==> src/rtl/keypad_scanner_if.sv <==
// keypad_scanner_if: keypad matrix pins and key-event outputs of the keypad scanner
interface keypad_scanner_if;
  logic [3:0]  row_i;
  logic [3:0]  col_o;
  logic        key_valid_o;
  logic [3:0]  key_code_o;
  logic [15:0] bcd_o;
  modport master (output row_i, input col_o, key_valid_o, key_code_o, bcd_o);
  modport slave (input row_i, output col_o, key_valid_o, key_code_o, bcd_o);
endinterface

==> src/rtl/keypad_scanner.sv <==
// keypad_scanner: 4x4 keypad scan/debounce with key events; KEYPAD_BCD_ACCUM_EN adds a 4-digit BCD entry accumulator
module keypad_scanner #(
  parameter int SCAN_PERIOD    = 27000,
  parameter int DEBOUNCE_TICKS = 4
) (
  input logic            clk_i,
  input logic            rst_i,
  keypad_scanner_if.slave kp
);
  localparam int TW = $clog2(SCAN_PERIOD);
  localparam int CW = $clog2(DEBOUNCE_TICKS + 1);
  localparam logic [TW-1:0] TICK_RELOAD = TW'(SCAN_PERIOD - 1);
  localparam logic [CW-1:0] CNT_LAST = CW'(DEBOUNCE_TICKS - 1);
  localparam logic [CW-1:0] CNT_DONE = CW'(DEBOUNCE_TICKS);
  localparam logic [CW-1:0] CNT_ONE = CW'(1);
  localparam logic [1:0] SCAN = 2'd0, DEBOUNCE = 2'd1, HELD = 2'd2;
  // code per position 4*row+col, position 0 in the low nibble
  localparam logic [63:0] KEY_MAP = {4'd13, 4'd15, 4'd0, 4'd14, 4'd12, 4'd9, 4'd8, 4'd7,
                                     4'd11, 4'd6, 4'd5, 4'd4, 4'd10, 4'd3, 4'd2, 4'd1};
  logic [3:0]    sync1_q, sync2_q;
  logic [TW-1:0] tick_q;
  logic [1:0]    state_q, state_d, c_q, c_d, r_lock_q, r_lock_d;
  logic [CW-1:0] cnt_q, cnt_d;
  logic          valid_q;
  logic [3:0]    code_q, code_d;
  logic          tick, any_low, lock_low, accept;
  logic [1:0]    low_row, row_sel;
  logic [3:0]    key_code;
  assign tick     = tick_q == '0;
  assign any_low  = ~&sync2_q;
  assign low_row  = ~sync2_q[0] ? 2'd0 : ~sync2_q[1] ? 2'd1 : ~sync2_q[2] ? 2'd2 : 2'd3;
  assign lock_low = ~sync2_q[r_lock_q];
  assign row_sel  = state_q == SCAN ? low_row : r_lock_q;
  assign key_code = KEY_MAP[{row_sel, c_q, 2'b00} +: 4];
  // a single-tick debounce accepts straight from the SCAN detection tick
  assign accept = tick & ((state_q == SCAN && any_low && DEBOUNCE_TICKS == 1) ||
                          (state_q == DEBOUNCE && lock_low && cnt_q == CNT_LAST));
  assign code_d = accept ? key_code : code_q;
  always_comb begin
    state_d  = state_q;
    c_d      = c_q;
    r_lock_d = r_lock_q;
    cnt_d    = cnt_q;
    if (accept) begin
      state_d = HELD;
      cnt_d   = '0;
      r_lock_d = row_sel;
    end else if (tick) begin
      case (state_q)
        SCAN: begin
          r_lock_d = any_low ? low_row : r_lock_q;
          cnt_d    = any_low ? CNT_ONE : cnt_q;
          state_d  = any_low ? DEBOUNCE : SCAN;
          c_d      = any_low ? c_q : c_q + 2'd1;
        end
        DEBOUNCE: begin
          state_d = lock_low ? DEBOUNCE : SCAN;
          c_d     = lock_low ? c_q : c_q + 2'd1;
          cnt_d   = cnt_q + CNT_ONE;
        end
        HELD: begin
          cnt_d   = lock_low ? '0 : cnt_q + CNT_ONE;
          state_d = !lock_low && cnt_q + CNT_ONE == CNT_DONE ? SCAN : HELD;
          c_d     = !lock_low && cnt_q + CNT_ONE == CNT_DONE ? c_q + 2'd1 : c_q;
        end
        default: state_d = SCAN;
      endcase
    end
  end
  always_ff @(posedge clk_i) begin
    if (rst_i) begin
      sync1_q  <= 4'hF;
      sync2_q  <= 4'hF;
      tick_q   <= TICK_RELOAD;
      state_q  <= SCAN;
      c_q      <= 2'd0;
      r_lock_q <= 2'd0;
      cnt_q    <= '0;
      valid_q  <= 1'b0;
      code_q   <= 4'd0;
    end else begin
      sync1_q  <= kp.row_i;
      sync2_q  <= sync1_q;
      tick_q   <= tick ? TICK_RELOAD : tick_q - 1'b1;
      state_q  <= state_d;
      c_q      <= c_d;
      r_lock_q <= r_lock_d;
      cnt_q    <= cnt_d;
      valid_q  <= accept;
      code_q   <= code_d;
    end
  end
  assign kp.col_o       = ~(4'b0001 << c_q);
  assign kp.key_valid_o = valid_q;
  assign kp.key_code_o  = code_q;
`ifdef KEYPAD_BCD_ACCUM_EN
  logic [15:0] bcd_q, bcd_d;
  assign bcd_d = !accept ? bcd_q : key_code <= 4'd9 ? {bcd_q[11:0], key_code} :
                 key_code == 4'd14 ? 16'h0000 : bcd_q;
  always_ff @(posedge clk_i) begin
    bcd_q <= rst_i ? 16'h0000 : bcd_d;
  end
  assign kp.bcd_o = bcd_q;
`else
  assign kp.bcd_o = 16'h0000;
`endif
endmodule

==> src/flat_wrapper.sv <==
// flat-port wrapper written by rule: the top's interface ports become plain ports
module keypad_scanner_flat 
#(
  parameter int SCAN_PERIOD    = 27000,
  parameter int DEBOUNCE_TICKS = 4
)
  (clk_i, rst_i, kp_row_i, kp_col_o, kp_key_valid_o, kp_key_code_o, kp_bcd_o);
  keypad_scanner_if kp_i ();
  input logic clk_i;
  input logic rst_i;
  input wire logic [$bits(kp_i.row_i)-1:0] kp_row_i;
  output wire logic [$bits(kp_i.col_o)-1:0] kp_col_o;
  output wire logic [$bits(kp_i.key_valid_o)-1:0] kp_key_valid_o;
  output wire logic [$bits(kp_i.key_code_o)-1:0] kp_key_code_o;
  output wire logic [$bits(kp_i.bcd_o)-1:0] kp_bcd_o;
  assign kp_i.row_i = kp_row_i;
  assign kp_col_o = kp_i.col_o;
  assign kp_key_valid_o = kp_i.key_valid_o;
  assign kp_key_code_o = kp_i.key_code_o;
  assign kp_bcd_o = kp_i.bcd_o;
  keypad_scanner #(.SCAN_PERIOD(SCAN_PERIOD), .DEBOUNCE_TICKS(DEBOUNCE_TICKS)) u_core (.clk_i(clk_i), .rst_i(rst_i), .kp(kp_i));
endmodule
==> config.mk <==
export PLATFORM = sky130hd
export DESIGN_NAME = keypad_scanner_flat
export DESIGN_NICKNAME = d
export VERILOG_FILES = /design/src/rtl/keypad_scanner_if.sv /design/src/rtl/keypad_scanner.sv /design/src/flat_wrapper.sv
export SDC_FILE = /design/constraint.sdc
export NUM_CORES = 1
export LEC_CHECK = 0
export ABC_AREA = 1
export BUFFER_PORTS_ARGS = -buffer_cell sky130_fd_sc_hd__buf_2
export CORE_MARGIN = 1
export CORE_UTILIZATION = 50
export CTS_CLUSTER_SIZE = 12
export DETAILED_ROUTE_END_ITERATION = 8
export GPL_ROUTABILITY_DRIVEN = 0
export GPL_TIMING_DRIVEN = 1
export MAX_ROUTING_LAYER = met4
export PLACE_DENSITY = 0.7
export SYNTH_ARGS = -nofsm -noshare
export SYNTH_HDL_FRONTEND = slang
export SYNTH_SLANG_ARGS = --single-unit
==> constraint.sdc <==
create_clock -name clk_i -period 2.3 [get_ports clk_i]
set_clock_uncertainty 0.15 [all_clocks]
set_input_delay 0.345 -clock clk_i [delete_from_list [all_inputs] [get_ports clk_i]]
set_output_delay 0.345 -clock clk_i [all_outputs]
set_load 0.01 [all_outputs]
After elaboration in Yosys (flattened, before gate mapping)
Cells that the tools add are included.
- register bits after elaboration: 37
- input bits: 6
- output and inout port bits: 25
- word-level logic and storage cells: 66
- add/sub/neg operators: 3
- $lt $le $gt $ge: 1
- eq/ne operators: 9
- shift-type cells: 2
- muxes and demuxes: 23
- bitwise operators: 4
- reductions and logical operators: 14
- operator list (kind ; count):
    indexed part select 64 x 7 -> 4 bit, first input constant ; 1
    two-way mux 2 bit ; 13
    logical NOT 15 bit ; 1
    subtractor 15 x 1 -> 15 bit, second input constant ; 1
    one-hot mux 2 bit (3 select lines) ; 2
    one-hot mux 3 bit (3 select lines) ; 1
    inequality test 2 x 1 -> 1 bit, second input constant ; 4
    two-way mux 3 bit ; 2
    AND reduction 3 bit ; 2
    AND reduction 6 bit ; 1
    two-way mux 1 bit ; 4
    NOT 4 bit ; 1
    AND reduction 4 bit ; 1
    nonzero test 2 bit ; 2
    OR reduction 2 bit ; 2
    left shift 1 x 2 -> 4 bit, first input constant ; 1
    adder 3 x 1 -> 3 bit, second input constant ; 1
    == test 3 x 2 -> 1 bit, second input constant ; 1
    == test 3 bit, second input constant ; 1
    logical AND 1 bit ; 3
    less-than comparator 2 x 3 -> 1 bit, second input constant ; 1
    nonzero test 3 bit ; 1
    adder 2 x 1 -> 2 bit, second input constant ; 1
    binary-select mux 1 bit (select 2 bit) ; 1
    6 further kinds ; 7

Longest topological paths before layout
- word-level depth: 8
- depth in mapped cells: 12
- gate-level depth less buffers: 12

Worst setup path after synthesis
OpenSTA, ideal clock, no wires.
- kind: register to register
- from: register u_core.tick_q[0]
- to: register u_core.tick_q[6]
- library setup time: 120 ps
- arrival: 1394 ps
- required time: 2030 ps
- setup slack: 636 ps
- cell stages (with the launch flop): 10
- path buffers: 0
- period minus slack after synthesis: 1664 ps
- path through: dfxtp_1 > inv_1 > ha_1 > nand2_2 > nor2_4 > nand2_4 > nor2_8 > nor2_4 > inv_2 > or2_1
- word-level cells in the longest chain between the ends: 2
- elaborated cells on any way between the ends: 3
- classes of those cells: add/sub: 1; reduce/logical: 2
- ends and longest elaborated chain (what ; line ; source):
    start, declared ; keypad_scanner.sv:21 ; logic [TW-1:0] tick_q;
    start signal, assigned ; keypad_scanner.sv:84 ; tick_q <= tick ? TICK_RELOAD : tick_q - 1'b1;
    branches (longest 2 deep; another with subtractor 15 x 1 -> 15 bit) ; n/a ;
Several ways; the timed one is not identified.
A chain may end at the register's enable or synchronous reset.

Final worst setup path
- from: register u_core.state_q[0]
- to: register u_core.r_lock_q[0]
- word-level cells in the longest chain between the ends: 6
- elaborated cells on any way between the ends: 11
- classes of those cells: eq/ne: 2; mux: 2; bitwise: 1; reduce/logical: 6
- ends and longest elaborated chain (what ; line ; source):
    start, declared ; keypad_scanner.sv:22 ; logic [1:0] state_q, state_d, c_q, c_d, r_lock_q, r_lock_d;
    start signal, assigned ; keypad_scanner.sv:85 ; state_q <= state_d;
    == test 2 x 1 -> 1 bit ; keypad_scanner.sv:37 ; (state_q == DEBOUNCE && lock_low && cnt_q == CNT_LAST));
    logical AND 1 bit (2 in a row) ; keypad_scanner.sv:37 ;
    bitwise AND 1 bit ; keypad_scanner.sv:36 ; assign accept = tick & ((state_q == SCAN && any_low && DEBOUNCE_TICKS == 1) ||
    inequality test 2 x 1 -> 1 bit (no line) / nonzero test 2 bit (equally long branches) ; n/a ;
    AND reduction 3 bit (no line) ; n/a ;
    end signal, assigned ; keypad_scanner.sv:87 ; r_lock_q <= r_lock_d;
    end, declared ; keypad_scanner.sv:22 ;
Parallel ways exist; a longest one is shown, timed or not.

==> out/results.tsv <==
metric	value	unit
peakVddDrop	399	µV
power_density	541	nW/µm²
tritoncts	yes	
maxSlewViolCount	0	
yosys.area.top_type	dfxtp_1	
rrSetupSlack	0.37	ns
setup_slack	0.368	ns
synth_seq_cells	37	
synth_most_common_cell	nand2_1	
crit_family	compound AO/OA/AOI/OAI gates	
grt_max_degree	14	
grtUsageTotal	19.1	%
gr-total-overflow	0	
cts_resized	0	
dp.final_hpwl	2660	µm
post-route-min-period	1.93	ns
timing.hold.ws	0.0879	ns
die_h	65.9	µm
crit_arrival	2.00	ns
area_delta_synth_final	7.67	%
start_util	53.7	%
synth_edf_count	0	
worstPathRequired	2.37	ns
drc	0	
grt_pass1_wl	6060	µm
worstReg2RegStart	u_core.state_q[0]	
ys_warn_count	0	
fin_nets	315	
synth_area	2040	µm²
synth_area_leaders	dfxtp_1 (36%), nand2_1 (11%), ha_1 (8.6%), inv_1 (6.3%), buf_4 (5.9%)	
first_global_vias	1434	
fp.dieArea	4340	µm²
tns	0	ns
path_max_fanout	8	
status	complete, no violations	
synthTopCellsByCount	nand2_1 (62), dfxtp_1 (37), inv_1 (34)	
fin_cells	343	
clk_latency	0.29	ns
worstPathCellList	inv_1 -> ha_1 -> o21ai_1 -> inv_1 -> o21ai_0 -> nor2_1 -> nor2_1	
drtIter0Drc	99	
holdCritPathClass	primary input to register	
hold-path-cell-count	2	
die_x	65.9	µm
regToRegEndpoint	u_core.r_lock_q[0]	
hold_viol	0	
cp-start-kind	register	
port_buffers	14	
post-cts-setup-buffers	0	
clockBufferDepth	2	
viasPerCell	4.74	
critPathKind	register to register	
synthArstFlopShare	0	%
dp_cells	336	
clock.fmax	0.518	GHz
syn-instance-count	275	
path_clk_slew	0.07	ns
n_fill_cell	374	
cts_root_buf	clkbuf_8	
critical_path_depth	7	
path_buf_inv	2	
worst_path_max_delay_cell	o21ai_1	
dpl-instance-area	2110	µm²
syn_area_per_cell	7.42	µm²
firstDrtPassIters	4	
rsz0062_at_grt	no	
numCtsBuffers	5	
cap_violations	0	
power.leakage	0.00109	µW
ys_seq_area_share	36.3	%
cts_hold_buf	0	
end_kind	register	
io_pins	31	
max_stage_delay	0.41	ns
critPathCapture	u_core.r_lock_q[0]	
antenna-diode-count	0	
htree_levels	2	
setup-violations-final	0	
routedWlPerCell	10.2	µm
fin_crit_sh	84.0	%
routed_wl	3490	µm
antenna_found_initial	0	
reg2reg_depth	7	
vias	1625	
startpoint	u_core.state_q[0]	
synth_top_area_share	36.3	%
layout-drive-gt1-share	17.3	%
antenna_left	0	
final_cell_area	2200	µm²
core_area	3800	µm²
ys.flop_type	dfxtp_1	
row_count	22	
clock-sinks	37	
synth_cell_types	28	
place_ws	0.408	ns
==> power by group <==
part           switching, µW  leakage [µW]  total [µW]  internal, µW
Combinational           54.0      0.000746        79.6          25.6
Sequential              6.52      0.000301         658           652
Clock                    213     0.0000443         450           237
==> cells in the final DEF (no fill, tap or decap), types with 2 or more instances in the layout <==
cell      count
nand3_1      14
or2_2        11
inv_1        34
nor2_1       27
or2_1         2
o21ai_0      16
buf_2        14
nand2_2       4
nor2_2        4
nor2_4        5
nand2_1      62
ha_1         14
o21ai_1       3
clkbuf_8      6
nand2_4       2
conb_1       16
o211ai_1      2
a21oi_1       9
xor2_1        3
dfxtp_1      37
==> per-stage QoR <==
stage               utilization, %  total power [µW]
floorplan                        -               752
detailed placement            55.5               751
global route                  57.8              1240
CTS                           57.8              1200
global placement              55.5               750
finish                        57.8              1190
==> cells by family (layout without fill, tap and decap cells) <==
kind of cell | Yosys count | in the layout | share of synthesized area [%]
AO/OA/AOI/OAI | 33 | 33 | 8.77
flip-flops | 37 | 37 | 36.3
XOR/XNOR | 4 | 4 | 1.72
other | 1 | 16 | 0.184
AND/OR/NAND/NOR | 134 | 134 | 31.9
adder cells (fa/ha/maj) | 14 | 14 | 8.59
buffers and inverters | 52 | 57 | 12.5
==> worst min-delay path by stage <==
stage / end / slack, ns / start
after floorplan: u_core.sync2_q[0] / 0.24 / u_core.sync1_q[0]
after global placement: u_core.sync2_q[0] / 0.24 / u_core.sync1_q[0]
after detailed placement: u_core.sync2_q[0] / 0.24 / u_core.sync1_q[0]
after CTS: u_core.sync1_q[0] / 0.08 / kp_row_i[0]
after global routing: u_core.sync1_q[0] / 0.07 / kp_row_i[0]
final: u_core.sync1_q[0] / 0.09 / kp_row_i[0]
==> state kept, by name, indices dropped and copies added (netlist names) <==
name,count
u_core.state_q,2
u_core.cnt_q,3
u_core.c_q,2
u_core.kp.key_code_o,4
u_core.kp.key_valid_o,1
u_core.sync1_q,4
u_core.sync2_q,4
u_core.r_lock_q,2
u_core.tick_q,15
==> layer usage <==
layer  global-route usage, %  up-vias  share of wire [%]
met4                    7.34        0                1.6
met5                       -        -                  0
met1                    24.8      718                 52
met3                    6.21        6                4.4
li1                        -      860                  -
met2                    27.3       41                 42
==> worst reg2reg max path, stage by stage, from the launching register on <==
cell,delay [ns]
dfxtp_1,0.40
inv_1,0.09
ha_1,0.27
o21ai_1,0.41
inv_1,0.17
o21ai_0,0.22
nor2_1,0.06
nor2_1,0.10
==> cell type report <==
type,instances,area (µm²),share of cell area [%]
Sequential cell,37,741,33.7
Multi-Input combinational cell,201,1100,50.1
Inverter,35,131,5.98
Tap cell,48,60.1,2.74
Timing Repair Buffer,15,77.6,3.53
Clock buffer,7,86.3,3.93
No activity file was read; power rests on OpenSTA's default activity.
